`config.mk`:
```
export PLATFORM = sky130hd
export DESIGN_NAME = clk_div
export DESIGN_NICKNAME = d
export VERILOG_FILES = /design/src/rtl/clk_div_pkg.sv /design/src/rtl/div_toggle.sv /design/src/rtl/clk_div.sv
export SDC_FILE = /design/constraint.sdc
export NUM_CORES = 1
export LEC_CHECK = 0
export CAP_MARGIN = 10
export CORE_MARGIN = 2
export CORE_UTILIZATION = 29
export CTS_CLUSTER_SIZE = 20
export DETAILED_ROUTE_END_ITERATION = 8
export GPL_TIMING_DRIVEN = 0
export PLACE_DENSITY_LB_ADDON = 0.2
export SLEW_MARGIN = 20
export SYNTH_ARGS = -nofsm -noshare
export SYNTH_HDL_FRONTEND = slang
export SYNTH_SLANG_ARGS = --single-unit
```
`constraint.sdc`:
```
create_clock -name clk -period 3.3 [get_ports clk]
set_input_delay 0.99 -clock clk [delete_from_list [all_inputs] [get_ports clk]]
set_output_delay 0.99 -clock clk [all_outputs]
set_load 0.01 [all_outputs]
```
`src/rtl/clk_div_pkg.sv`:
```
// Shared helpers for the stopwatch clock divider: half-period and counter-width arithmetic.
package clk_div_pkg;

  function automatic int unsigned half_period(input int unsigned clk_hz,
                                              input int unsigned out_hz);
    return clk_hz / (2 * out_hz);
  endfunction

  // A counter that only ever holds 0 still needs one bit.
  function automatic int unsigned cnt_width(input int unsigned half);
    return (half <= 2) ? 1 : $clog2(half);
  endfunction

endpackage

```
`src/rtl/div_toggle.sv`:
```
// One divider stage: counts HALF clk edges, then toggles q, giving a 2*HALF-cycle square wave.
module div_toggle
  import clk_div_pkg::*;
#(
  parameter int unsigned HALF = 1
) (
  input  logic clk,
  input  logic rst,
  output logic q
);

  localparam int unsigned W = cnt_width(HALF);
  localparam logic [W-1:0] LAST = W'(HALF - 1);

  if (HALF < 1) begin : g_bad_half
    $error("div_toggle: HALF must be at least 1 (got %0d)", HALF);
  end

  logic [W-1:0] cnt;

  always_ff @(posedge clk or negedge rst) begin
    if (!rst) begin
      cnt <= '0;
      q   <= 1'b0;
    end else if (cnt == LAST) begin
      cnt <= '0;
      q   <= ~q;
    end else begin
      cnt <= cnt + W'(1);
    end
  end

endmodule

```
`src/rtl/clk_div.sv`:
```
// Stopwatch clock divider: four free-running, phase-aligned square waves derived from clk.
module clk_div
  import clk_div_pkg::*;
#(
  parameter int unsigned CLK_HZ   = 100_000_000,
  parameter int unsigned ONE_HZ   = 1,
  parameter int unsigned TWO_HZ   = 2,
  parameter int unsigned BLINK_HZ = 4,
  parameter int unsigned FAST_HZ  = 500
) (
  input  logic clk,
  input  logic rst,
  output logic One_Hz,
  output logic Two_Hz,
  output logic Blink,
  output logic Fast
);

  localparam int unsigned H_ONE   = half_period(CLK_HZ, ONE_HZ);
  localparam int unsigned H_TWO   = half_period(CLK_HZ, TWO_HZ);
  localparam int unsigned H_BLINK = half_period(CLK_HZ, BLINK_HZ);
  localparam int unsigned H_FAST  = half_period(CLK_HZ, FAST_HZ);

  div_toggle #(.HALF(H_ONE)) u_one (
    .clk (clk),
    .rst (rst),
    .q   (One_Hz)
  );

  div_toggle #(.HALF(H_TWO)) u_two (
    .clk (clk),
    .rst (rst),
    .q   (Two_Hz)
  );

  div_toggle #(.HALF(H_BLINK)) u_blink (
    .clk (clk),
    .rst (rst),
    .q   (Blink)
  );

  div_toggle #(.HALF(H_FAST)) u_fast (
    .clk (clk),
    .rst (rst),
    .q   (Fast)
  );

endmodule

```
==> reports/metrics.cfg <==
[outcome]
outcome=finished clean

[drt]
vias_per_cell=4.93
antenna_left=0
drt_first_pass_iters=4
remaining_drc_errors=0
drtIter0Drc=169
postRouteWirelength_mm=9.23
dr_total_vias=3389
wl_cell_um=13.4

[placed_design]
placement.io_buffers=5
place_ws_ps=582
gp_congestion=0.734
inst_count_dp=673
detailed_place_hpwl_mm=6.24

[die]
horizontal_die_dimension_um=130
num_rows=46
floorplan.core_area_mm2=0.0158
die_area_mm2=0.0170
dieHeight_um=130
starting_utilization_of_the_core_area=0.294
ioPinCount=6

[sta]
final_critical_path_required_period_ps=2690
unrepaired_setup_endpoints_after_global_routing=false
worst-slew-pin-transition_ps=1080
hold_viol_final=0
timing.final.ws_setup_ps=609
finalCritPeriodShare=0.815
fin_worst_skew_ps=3.68
worst_slew_margin_rel=0.274
timing.final.setup_violations=0
final_max_slew_viol_count=0
max_freq_ghz=0.372

[critical_path]
worst_r2r_path_depth=6
cp-endpoint=u_one.cnt[14]
setup_crit_start_kind=flip-flop
worstPathRequired_ps=3520
regToRegStartpoint=u_one.cnt[0]
kind_of_critical_path=flip-flop to flip-flop
timing.critical_path.to_type=flip-flop
worst-endpoint-arrival_ps=2910
startpoint=u_one.cnt[0]
worst-path-max-fanout=10
reg2reg_slack_ps=610
r2r_end=u_one.cnt[14]

[clocking]
hold_buffers=0
clock_insertion_delay_worst_skew_ps=340
cts_root_buf=sky130_fd_sc_hd__clkbuf_16
tritoncts.num_buffers=9
postCtsSetupRepairBufs=0
htree_num_levels=3
numClockSinks=96
path_clk_slew_ps=60
clock_tree_from_tritoncts=yes
cts-root-to-sink-buffers=2
cts.repair.resized=0

[cells_and_area]
fin_cells=688
most_frequent_cells_in_the_layout=sky130_fd_sc_hd__dfrtp_1, sky130_fd_sc_hd__nand2_1, sky130_fd_sc_hd__nand3_1
final_common_cell=sky130_fd_sc_hd__dfrtp_1
layout-drive-gt1-share=0.0678
antennaDiodeCount=0
area_delta_synth_final_pct=13.5
num-nets-final=474
fin_util=0.334

[pwr]
power_density_mw_per_mm2=415
irDropWorstVdd_uv=247
power_leakage_nw=2.19
power_consumption_mw=2.19

[yosys]
post_synth_edffs=0
synth_seq_area_share=0.518
syn-instance-count=451
yosys_register_bits=96
postSynthAreaPerCell_um2=10.3
synthArstFlopShare=1.00
yosysUniqueCellTypes=43
synthesis.nets=457
yosys_warnings=0
postSynth.topFlopCell=sky130_fd_sc_hd__dfrtp_1
synth_area_mm2=0.00464

[global_route]
global_route_usage_over_all_layers=0.120
overflow=0
antenna_found_initial=0
grt_start_max_net_pins=52
vias_in_the_first_global_route=3361
grt_pass1_wl_mm=16.2

[worst_hold_path]
min_path_type=flip-flop to flip-flop

[run]
number_of_max_cap_violations=0

-- through the flow --
stage	instance area (µm²)	hold WS, ps	TNS, ps
final	5270	463	0
after global routing	5270	477	0
after CTS	5260	473	0
after detailed placement	4990	461	0
after global placement	4960	456	-241700
after floorplan	4640	438	0
-- cell families after synthesis --
family          share of synthesized area
simple gates                        0.266
flops                               0.518
compound gates                     0.0788
xor+xnor                           0.0982
buf+inv                            0.0178
mux                                0.0108
fa+ha+maj                          0.0108
-- cell type report --
| type | count | area, µm² |
|---|---|---|
| Timing Repair Buffer | 6 | 78.8 |
| Buffer | 9 | 48.8 |
| Multi-Input combinational cell | 337 | 2160 |
| Sequential cell | 96 | 2400 |
| Clock buffer | 11 | 253 |
| Fill cell | 1652 | 10500 |
| Inverter | 9 | 33.8 |
| Clock inverter | 4 | 20.0 |
| Tap cell | 216 | 270 |
-- critical path: stages, from the launching register on --
cell and delay (ps):
sky130_fd_sc_hd__dfrtp_1 380, sky130_fd_sc_hd__ha_1 160, sky130_fd_sc_hd__clkbuf_1 350, sky130_fd_sc_hd__nand3_1 330
sky130_fd_sc_hd__nor3_1 950, sky130_fd_sc_hd__buf_4 330, sky130_fd_sc_hd__a21oi_1 60
-- sequential cells by signal (all words and copies together) (netlist names) --
register / count
u_blink.cnt: 24
u_blink.q: 1
u_fast.cnt: 17
u_fast.q: 1
u_one.cnt: 26
u_one.q: 1
u_two.cnt: 25
u_two.q: 1
-- synthesized netlist by cell type, types with 2 or more instances --
library cell	instances	area share
sky130_fd_sc_hd__dfrtp_1	96	0.52
sky130_fd_sc_hd__a31o_2	2	0.0038
sky130_fd_sc_hd__xnor2_1	27	0.051
sky130_fd_sc_hd__o41ai_1	3	0.0057
sky130_fd_sc_hd__ha_1	4	0.011
sky130_fd_sc_hd__nor3_1	12	0.013
sky130_fd_sc_hd__nor4_1	9	0.012
sky130_fd_sc_hd__nor4bb_1	2	0.0043
sky130_fd_sc_hd__xor2_1	25	0.047
sky130_fd_sc_hd__nor2b_1	5	0.0067
sky130_fd_sc_hd__a21oi_1	27	0.029
sky130_fd_sc_hd__and2_1	5	0.0067
sky130_fd_sc_hd__or4_1	11	0.018
sky130_fd_sc_hd__nor4b_1	2	0.0038
sky130_fd_sc_hd__nand4_1	22	0.030
sky130_fd_sc_hd__nand3_1	31	0.033
sky130_fd_sc_hd__nand4b_1	4	0.0076
sky130_fd_sc_hd__o21ai_0	16	0.017
sky130_fd_sc_hd__clkbuf_1	4	0.0032
sky130_fd_sc_hd__and4_1	15	0.028
sky130_fd_sc_hd__inv_1	9	0.0073
sky130_fd_sc_hd__mux2i_1	5	0.011
sky130_fd_sc_hd__and3_1	9	0.012
sky130_fd_sc_hd__nand2_1	36	0.029
sky130_fd_sc_hd__o31ai_1	11	0.018
sky130_fd_sc_hd__or3_1	11	0.015
sky130_fd_sc_hd__buf_2	3	0.0032
sky130_fd_sc_hd__nor2_1	30	0.024
-- power by group --
group | internal [mW] | total [mW] | switching [mW]
clock | 0.543 | 0.981 | 0.438
combinational | 0.00461 | 0.0279 | 0.0233
sequential | 1.18 | 1.18 | 0
total | 1.72 | 2.19 | 0.461
-- worst min path at each step --
stage	slack, ps	startpoint	endpoint	cells after the start
floorplan	440	u_one.cnt[0]	u_one.cnt[0]	1
global placement	460	u_two.q	u_two.q	1
detailed placement	460	u_fast.q	u_fast.q	1
CTS	470	u_two.q	u_two.q	1
global route	480	u_two.q	u_two.q	1
finish	460	u_two.q	u_two.q	1
-- routing by layer --
layer,part of all wire,wire [µm],vias up,GRT usage
li1,-,-,1697,-
met3,0.026,240,9,0.0371
met5,0,0,-,0
met4,0.015,136,0,0.0432
met2,0.45,4190,22,0.187
met1,0.51,4670,1661,0.160
Note: power is estimated with default switching activity, not from simulation.
